===== config.mk =====
export PLATFORM = sky130hd
export DESIGN_NAME = prog_sequencer
export DESIGN_NICKNAME = d
export VERILOG_FILES = /design/src/rtl/prog_sequencer.sv
export SDC_FILE = /design/constraint.sdc
export NUM_CORES = 1
export LEC_CHECK = 0
export CAP_MARGIN = 15
export CELL_PAD_IN_SITES_DETAIL_PLACEMENT = 1
export CELL_PAD_IN_SITES_GLOBAL_PLACEMENT = 2
export CORE_MARGIN = 2
export CORE_UTILIZATION = 40
export CTS_CLUSTER_DIAMETER = 30
export DETAILED_ROUTE_END_ITERATION = 16
export GPL_TIMING_DRIVEN = 1
export MAX_ROUTING_LAYER = met4
export PLACE_DENSITY_LB_ADDON = 0.1
export SYNTH_ARGS = -nofsm -noshare
export SYNTH_HDL_FRONTEND = slang
export SYNTH_SLANG_ARGS = --single-unit

===== constraint.sdc =====
create_clock -name clk -period 1.91 [get_ports clk]
set_clock_uncertainty 0.2 [all_clocks]
set_input_delay 0.191 -clock clk [delete_from_list [all_inputs] [get_ports clk]]
set_output_delay 0.191 -clock clk [all_outputs]
set_load 0.05 [all_outputs]

===== src/rtl/prog_sequencer.sv =====
`default_nettype none
// +--------------------------------------------------------------------------+
// | prog_sequencer: loadable program memory with registered sequential fetch, |
// | jump, halt/resume and wrap flag; optional return stack (CALL_STACK_EN).  |
// | Revision: 1.0                                                            |
// +--------------------------------------------------------------------------+
module prog_sequencer #(
   parameter int INSTR_W     = 8,
   parameter int ADDR_W      = 4,
   parameter int STACK_DEPTH = 4
) (
   input  logic               clk,
   input  logic               reset,
   input  logic               ena,
   input  logic               halt_req,
   input  logic               resume,
   input  logic               jump_valid,
   input  logic [ADDR_W-1:0]  jump_addr,
   input  logic               call_valid,
   input  logic               ret_valid,
   input  logic               prog_we,
   input  logic [ADDR_W-1:0]  prog_addr,
   input  logic [INSTR_W-1:0] prog_data,
   output logic [INSTR_W-1:0] instr_out,
   output logic               instr_valid,
   output logic [ADDR_W-1:0]  pc_out,
   output logic               halted,
   output logic               wrap,
   output logic               stack_err
);

   localparam int         c_DEPTH = 2**ADDR_W;
   localparam logic [0:0] c_RUN   = 1'b0;
   localparam logic [0:0] c_HALT  = 1'b1;

   logic [INSTR_W-1:0] r_mem [c_DEPTH];
   logic [0:0]         r_state;
   logic [ADDR_W-1:0]  r_pc;
   logic [ADDR_W-1:0]  r_pc_out;
   logic [INSTR_W-1:0] r_instr;
   logic               r_valid;
   logic               r_wrap;
   logic               w_fetch;
   logic [ADDR_W-1:0]  w_faddr;

   // Program memory is never reset; non-blocking write gives read-before-write.
   always_ff @(posedge clk) begin
      if (prog_we) begin
         r_mem[prog_addr] <= prog_data;
      end
   end

   assign w_fetch = (r_state == c_RUN) && !halt_req && ena;

`ifdef CALL_STACK_EN
   localparam int                c_SP_W    = $clog2(STACK_DEPTH + 1);
   localparam int                c_IDX_W   = (STACK_DEPTH > 1) ? $clog2(STACK_DEPTH) : 1;
   localparam logic [c_SP_W-1:0] c_SP_FULL = c_SP_W'(STACK_DEPTH);

   logic [ADDR_W-1:0]  r_stack [STACK_DEPTH];
   logic [c_SP_W-1:0]  r_sp;
   logic               r_stack_err;
   logic               w_push;
   logic               w_pop;
   logic               w_err;
   logic [c_IDX_W-1:0] w_push_idx;
   logic [c_IDX_W-1:0] w_pop_idx;

   assign w_push_idx = c_IDX_W'(r_sp);
   assign w_pop_idx  = c_IDX_W'(r_sp - c_SP_W'(1));

   always_comb begin
      w_faddr = r_pc;
      w_push  = 1'b0;
      w_pop   = 1'b0;
      w_err   = 1'b0;
      if (ret_valid) begin
         // An empty-stack return degrades to a plain sequential fetch.
         if (r_sp != '0) begin
            w_faddr = r_stack[w_pop_idx];
            w_pop   = 1'b1;
         end else begin
            w_err = 1'b1;
         end
      end else if (call_valid) begin
         w_faddr = jump_addr;
         if (r_sp != c_SP_FULL) begin
            w_push = 1'b1;
         end else begin
            w_err = 1'b1;
         end
      end else if (jump_valid) begin
         w_faddr = jump_addr;
      end
   end

   always_ff @(posedge clk) begin
      if (w_fetch && w_push) begin
         r_stack[w_push_idx] <= r_pc;
      end
   end

   always_ff @(posedge clk or posedge reset) begin
      if (reset) begin
         r_sp        <= '0;
         r_stack_err <= 1'b0;
      end else if (w_fetch) begin
         if (w_push) begin
            r_sp <= r_sp + c_SP_W'(1);
         end else if (w_pop) begin
            r_sp <= r_sp - c_SP_W'(1);
         end
         if (w_err) begin
            r_stack_err <= 1'b1;
         end
      end
   end

   assign stack_err = r_stack_err;
`else
   logic w_unused_ret;

   assign w_unused_ret = ret_valid | (STACK_DEPTH == 0);

   always_comb begin
      w_faddr = (call_valid || jump_valid) ? jump_addr : r_pc;
   end

   assign stack_err = 1'b0;
`endif

   always_ff @(posedge clk or posedge reset) begin
      if (reset) begin
         r_state  <= c_RUN;
         r_pc     <= '0;
         r_instr  <= '0;
         r_valid  <= 1'b0;
         r_pc_out <= '0;
         r_wrap   <= 1'b0;
      end else begin
         if (r_state == c_RUN) begin
            if (halt_req) begin
               r_state <= c_HALT;
            end
         end else if (resume && !halt_req) begin
            r_state <= c_RUN;
         end
         r_valid <= w_fetch;
         r_wrap  <= w_fetch && (&w_faddr);
         if (w_fetch) begin
            r_instr  <= r_mem[w_faddr];
            r_pc_out <= w_faddr;
            r_pc     <= w_faddr + ADDR_W'(1);
         end
      end
   end

   assign instr_out   = r_instr;
   assign instr_valid = r_valid;
   assign pc_out      = r_pc_out;
   assign halted      = (r_state == c_HALT);
   assign wrap        = r_wrap;

endmodule
`default_nettype wire


# Yosys cells after proc, flatten, opt, wreduce, memory -nomap -nowiden
# Memories as Yosys holds them, arrays and structs flattened. A register that Yosys moved wholly into a read port is not among the register bits.
# Index checks and enable logic that the tools add are counted.
# W data, S select, Z words.
# word_totals
n_memories	1
out_inout_bits	16
elab_cells	21
regBits	11
ramBits	128
# classes
mux	6
bitwise	1
reduce_logical	7
n_addsub	1
# memory_table
name	words	width	rd	rd_ports_with_merged_regs	write_ports	line_no	text
r_mem	16	8	1	1	1	36	logic [INSTR_W-1:0] r_mem [c_DEPTH];
# op_table
operator	count
$mux W1	5
$add A4 B1 Y4 const B	1
$logic_and A1 B1 Y1	4
$mux W4	1
$reduce_and A4 Y1	1
$logic_not A1 Y1	1
$logic_or A1 B1 Y1	1
$not A1 Y1	1

# Logic depth before layout (Yosys ltp)
# Gate-level depths: netlist (run 1).
# logic_depth
ltp_word	4
ltp_mapped	9
mapped_depth_nobuf	7

# Worst setup path after synthesis (run 1)
# Ideal clock, no wire load.
# synth_timing
path_type	input to register
startpoint	input jump_valid
endpoint	register r_instr[6] (netlist: instr_out[6]), read port of r_mem
setup_ps	142
required_time_ps	1568
stages	7
setup_slack_ps	-296
arrival_ps	1864
path_cell_list	or2_1 > buf_6 > mux2i_4 > buf_6 > mux4_1 > mux2i_1 > o22ai_1
# synth_via
elab_chain_cells	2
# synth_lines
element	line_no	text
start, declared	17	input logic jump_valid,
$logic_or A1 B1 Y1	126	w_faddr = (call_valid || jump_valid) ? jump_addr : r_pc;
$mux W4	126	
end, declared	40	logic [INSTR_W-1:0] r_instr;
# Every way passes these cells.
# A chain may end at the register's enable or synchronous reset.

# Worst setup path in the final report (run 1)
# layout_timing
startpoint	register r_pc[0]
endpoint	register r_instr[3] (netlist: instr_out[3]), read port of r_mem
# layout_via
elab_chain_cells	1
# layout_lines
element	line_no	text
start, declared	38	logic [ADDR_W-1:0] r_pc;
start signal, assigned	153	r_pc <= w_faddr + ADDR_W'(1);
$mux W4	126	
# Every way passes these cells.

==> results of run 1 <==
flip-flops by register name, summed over array words and instances (netlist names):
| signal | cells |
|---|---|
| r_mem | 128 |
| instr_out | 8 |
| pc_out | 4 |
| r_pc | 4 |
| halted | 1 |
| instr_valid | 1 |
| wrap | 1 |
kinds of logic after synthesis:
family / synth area share [%]
DFF: 73.2
and+or+nand+nor: 5.33
AOI/OAI and AO/OA: 6.92
muxes: 12.5
buffers and inverters: 1.55
adders and majority gates: 0.212
other: 0.0636
xor gates and xnor gates: 0.149
report_power, final:
part	switching, mW	internal [mW]
Clock	1.22	2.41
Sequential	0.0908	3.64
Combinational	0.742	0.576
Total	2.06	6.63
metrics by stage:
step                util [%]  instance area (um2)  TNS [ns]
floorplan                  -                 5900     -1.67
global placement        47.8                 6920    -11.95
detailed placement      47.8                 6920    -13.52
CTS                     53.5                 7750     -1.56
global route            54.0                 7820     -2.27
finish                  54.0                 7820     -1.37
worst max-delay path, stage by stage (launching register included):
cell,delay [ns]
dfrtp_1,0.42
mux2i_4,0.28
buf_12,0.19
mux4_2,0.51
mux2i_1,0.14
buf_4,0.14
o22ai_2,0.05
layout make-up:
type / count / area (um2) / area share [%]
well taps: 184 / 230 / 2.94
repair buffers: 111 / 938 / 12.0
clock buffers: 22 / 474 / 6.06
multi-input cells: 173 / 1650 / 21.1
flip-flops and latches: 147 / 4320 / 55.3
clock inverters: 10 / 179 / 2.29
inverters: 7 / 28.8 / 0.368
worst max-delay path by stage:
stage                              end
after global routing      instr_out[3]
final                     instr_out[3]
after global placement    instr_out[1]
after detailed placement  instr_out[7]
after floorplan           instr_out[3]
after CTS                 instr_out[4]
routing by layer:
metal	vias up	GRT usage, %	part of all wire [%]
met4	0	5.69	1.7
li1	1600	-	-
met5	-	-	0
met1	1801	23.5	43
met3	22	5.35	4.3
met2	86	33.5	51
placed cells by master (no fill, tap or decap), types with 8 or more instances in the layout:
cell / instances
clkbuf_16: 17
edfxtp_1: 128
a21oi_2: 8
dfrtp_1: 18
mux2i_1: 16
nor2_1: 23
nand2_1: 17
clkdlybuf4s50_1: 21
o21ai_0: 9
mux4_2: 18
buf_4: 78
repair_timing:
| item | CTS | global route |
|---|---|---|
| pin swaps | 13 | 10 |
| setup buffers | 3 | 3 |
| resized for setup | 35 | 22 |
| setup endpoints to repair | 15 | 10 |
| endpoints found under the hold margin | 19 | 0 |
| hold buffers | 1 | 0 |
| gates cloned | 1 | 0 |
==> run summary, run 1 <==
Core ar.: 0.0145 mm2
Worst setup margin: -0.190 ns
DP HPWL: 9680 um
Starting Density: 40.7%
Syn Nets: 363
Worst-Skew Late Latency: 0.41 ns
EDFF count, synth: 128
Worst path arrival time: 2.15 ns
Iteration-0 DRC Markers: 186
CP startpoint: r_pc[0]
Initial antenna violation count: 0
DR vias: 3509
Drt wl/cell: 22.0 um
Placed cells: 615
Result of the run: finished, violations left
Min Hold Slack: 0.156 ns
Top-count cell post-synth: edfxtp_1
Final Hold Fails: 0
Power Total: 8.69 mW
CP max FO: 8
Leakage power total: 2.82 nW
Tcrit/Tclk final: 110%
Root Buffer Master: clkbuf_16
Area growth, synth to finish: 32.6%
CP required: 1.96 ns
Ys async rst share: 12.9%
First-pass GRT wire length: 22400 um
FILL cells: 1369
CTS sink cnt: 147
I/O Buffers: 38
Worst Hold Class: in2reg
Routed vias/inst: 5.37
Most common library cells after synthesis: edfxtp_1 (128), nor2_1 (23), mux2i_1 (20)
Reg-to-reg startpoint: r_pc[0]
Inserted Diodes: 0
Final wirelength: 14400 um
Power Density: 1110 mW/mm2
Startpoint Class: flip-flop
Num CTS Buffers: 17
Nets@finish: 483
Setup crit end kind: flip-flop
Hold Path Origin: resume
Routability cong.: 0.756
Finish-stage setup viols: 10
Synth top area share: 65.2%
Residual DRC: 0
Failing checks: setup timing
Grt ovf: 0
Max Cap Violations: 0
Yosys top cell by area: edfxtp_1
Mapped Area: 0.00590 mm2
Mapped Cells: 337
Pre-CTS setup slack: -0.748 ns
Synth Warn #: 0
Final slew viol count: 0
Largest net degree at the start of global routing: 20
Area contributors post-synth: edfxtp_1 (65%), dfrtp_1 (8.1%), mux4_2 (4.6%), mux4_1 (3.6%), mux2i_1 (3.4%)
Clk slew on worst S/H paths: 0.06 ns
Worst slew margin: 41.2%
Min Clock Period, post-route: 2.10 ns
R2r endpoint: instr_out[3]
CTS tree: built
Worst-margin pin slew: 0.876 ns
Share of cells above drive strength 1: 36.6%
Max Fclk: 0.476 GHz
Die area: 0.0157 mm2
# IOs: 41
Crit path kind: reg2reg
Die height: 125 um
Clock tree buffer depth: 2
Synth Area per Inst: 17.5 um2
Worst Reg-to-Reg Cells: 6
VDD IR max: 658 uV
Gr usage total: 19.8%
Detailed Routing Iterations Pass 1: 4
Site Rows: 44
Synth cell types: 49
Vias in the first global route: 3831
End of the worst hold path: halted
Detail Route Antenna Nets: 0
Finished Layout Cells: 654
Die X: 125 um
Reg-to-reg slack, setup: -0.19 ns
Register bit count reported by yosys: 147
Hold path cells: 3
Seq/Total Area, Yosys: 73.2%
Top_reg_cell synth: edfxtp_1
RSZ-0062 raised after global routing: true
Clock H-tree levels: 4
Note: power is estimated with default switching activity, not from simulation.
==> run 2, diff against run 1 <==
- CORE_ASPECT_RATIO: default -> 1.4
==> run summary, run 2 (synthesized netlist as in run 1, its figures left out) <==
Most common cell after layout, fill and taps aside: edfxtp_1
# IOs: 41 (unchanged)
Max Fclk: 0.470 GHz (-1.4%)
Detailed Routing Iterations Pass 1: 4 (unchanged)
Power Density: 1050 mW/mm2 (-5.7%)
Fin util: 54.3% (+0.29 points)
Clk slew on worst S/H paths: 0.07 ns (about the same)
CP startpoint: r_pc[0]
Routed vias/inst: 5.33 (-0.64%)
Largest register by flop count: r_mem
Max Cap Violations: 0 (unchanged)
DR vias: 3508 (-0.028%)
Inserted Diodes: 0 (unchanged)
Most frequent cells in the layout: edfxtp_1 (128), buf_4 (70), nor2_1 (22), clkdlybuf4s50_1 (21), mux4_2 (19)
Area growth, synth to finish: 33.0%
Iteration-0 DRC Markers: 183 (-1.6%)
Leakage power total: 2.81 nW (-0.62%)
CP cell instances: mux2i_4 -> buf_12 -> buf_12 -> mux4_2 -> mux2i_4 -> o22ai_2
Worst-Skew Late Latency: 0.42 ns (about the same)
DP HPWL: 10300 um (+6.9%)
CP max FO: 7 (-1)
Worst Reg-to-Reg Cells: 6 (unchanged)
Worst Hold Class: in2reg
Worst slew margin: 58.3% (+17 points)
Routability cong.: 0.746 (-1.4%)
Detail Route Antenna Nets: 0 (unchanged)
Worst path arrival time: 2.22 ns (+0.07 ns)
CP peak stage delay: 0.54 ns (+0.03 ns)
Reg-to-reg slack, setup: -0.22 ns (-0.03 ns)
Nets@finish: 482 (-0.21%)
Final slew viol count: 0 (unchanged)
Tcrit/Tclk final: 111% (+1.5 points)
Failing checks: setup timing
Residual DRC: 0 (unchanged)
Final wirelength: 15100 um (+4.9%)
Starting Density: 40.8% (+0.099 points)
Min Hold Slack: 0.166 ns (+0.00977 ns)
CP required: 2.00 ns (+0.04 ns)
Result of the run: finished, violations left
Max reg flops: 128 (unchanged)
Final Hold Fails: 0 (unchanged)
I/O Buffers: 38 (unchanged)
VDD IR max: 616 uV (-6.4%)
Root Buffer Master: clkbuf_16
Largest net degree at the start of global routing: 20 (unchanged)
Min Clock Period, post-route: 2.13 ns (+0.0292 ns)
Worst setup margin: -0.219 ns (-0.0292 ns)
Num CTS Buffers: 17 (unchanged)
Setup crit end kind: flip-flop
Worst-margin pin slew: 0.623 ns (-0.252 ns)
Initial antenna violation count: 0 (unchanged)
Site Rows: 52 (+18%)
Clock H-tree levels: 4 (unchanged)
FILL cells: 1363 (-0.44%)
Setup crit end: instr_out[7]
Finish-stage setup viols: 9 (-1)
First-pass GRT wire length: 22900 um (+2.2%)
Crit path kind: reg2reg
Die X: 107 um (-15%)
Startpoint Class: flip-flop
Grt ovf: 0 (unchanged)
Die area: 0.0157 mm2 (about the same)
CTS tree: built
Gr usage total: 21.2% (+1.3 points)
Die height: 148 um (+18%)
Core ar.: 0.0144 mm2 (-0.24%)
RSZ-0062 raised after global routing: true
Share of cells above drive strength 1: 37.7% (+1.1 points)
Drt wl/cell: 23.0 um (+4.2%)
Slowest-stage cell, CP: mux4_2
Vias in the first global route: 3800 (-0.81%)
CTS sink cnt: 147 (unchanged)
Clock tree buffer depth: 2 (unchanged)
Reg-to-reg startpoint: r_pc[0]
R2r endpoint: instr_out[7]
## run 2: cell types whose count changed in the layout (fill, tap and decap cells not counted), moves of 3 or more
cell and change:
buf_12 +4, inv_6 +5, bufinv_16 -4, clkinv_4 +3, buf_4 -8, o21ai_0 -3
clkbuf_8 -3
## run 2: worst min path at each step
stage,slack [ns],cells after the start,endpoint,from
after global routing,0.17,3,halted,resume
final,0.17,3,halted,resume
after global placement,0.28,1,pc_out[3],pc_out[3]
after CTS,0.15,3,halted,resume
after detailed placement,0.30,2,pc_out[1],pc_out[1]
after floorplan,-0.06,1,halted,reset
## run 2: timing repair
action,in CTS,in global routing
pin swaps,23,8
cloned,1,0
setup buffers,7,1
endpoints found under the setup margin,17,11
hold buffers,1,0
resized for setup,68,12
hold endpoints to repair,19,0
## run 2: metal layers
layer | share of wire (%) | up-vias | track usage, %
li1 | - | 1594 | -
met1 | 38 | 1818 | 23.0
met2 | 57 | 72 | 38.2
met3 | 2.5 | 24 | 4.59
met4 | 2.1 | 0 | 6.88
met5 | 0 | - | -
## run 2: power breakdown
| part | internal (mW) | leakage (nW) | total, mW | switching, mW |
|---|---|---|---|---|
| Clock | 1.80 | 0.267 | 3.11 | 1.31 |
| Combinational | 0.602 | 1.16 | 1.37 | 0.767 |
| Sequential | 3.64 | 1.38 | 3.74 | 0.0974 |
| Total | 6.05 | 2.81 | 8.22 | 2.17 |
## run 2: per-stage QoR
step | setup TNS, ns | area (um2) | std cells | power (mW) | worst slack [ns]
after floorplan | -1.67 | 5900 | 337 | 4.44 | -0.235
after global placement | -11.02 | 6970 | 620 | 5.00 | -0.841
after detailed placement | -12.38 | 6970 | 620 | 5.02 | -0.833
after CTS | -1.32 | 7810 | 659 | 8.28 | -0.224
after global routing | -1.82 | 7840 | 658 | 8.51 | -0.281
final | -1.09 | 7840 | 658 | 8.22 | -0.219
## run 2: final cells by class
class                   count  area, um2  share of cell area, %
multi-input cells         173       1710                   21.9
repair buffers            110        987                   12.6
clock inverters            14        128                   1.63
flip-flops and latches    147       4320                   55.1
clock buffers              18        429                   5.47
well taps                 189        236                   3.02
inverters                   7       26.3                  0.335
## run 2: worst max-delay path, delay by kind of cell, from the launching register on
kind                   cells  cell delay [ns]
AOI/OAI and AO/OA          1             0.09
buffers and inverters      2             0.29
DFF                        1             0.45
muxes                      3             0.96
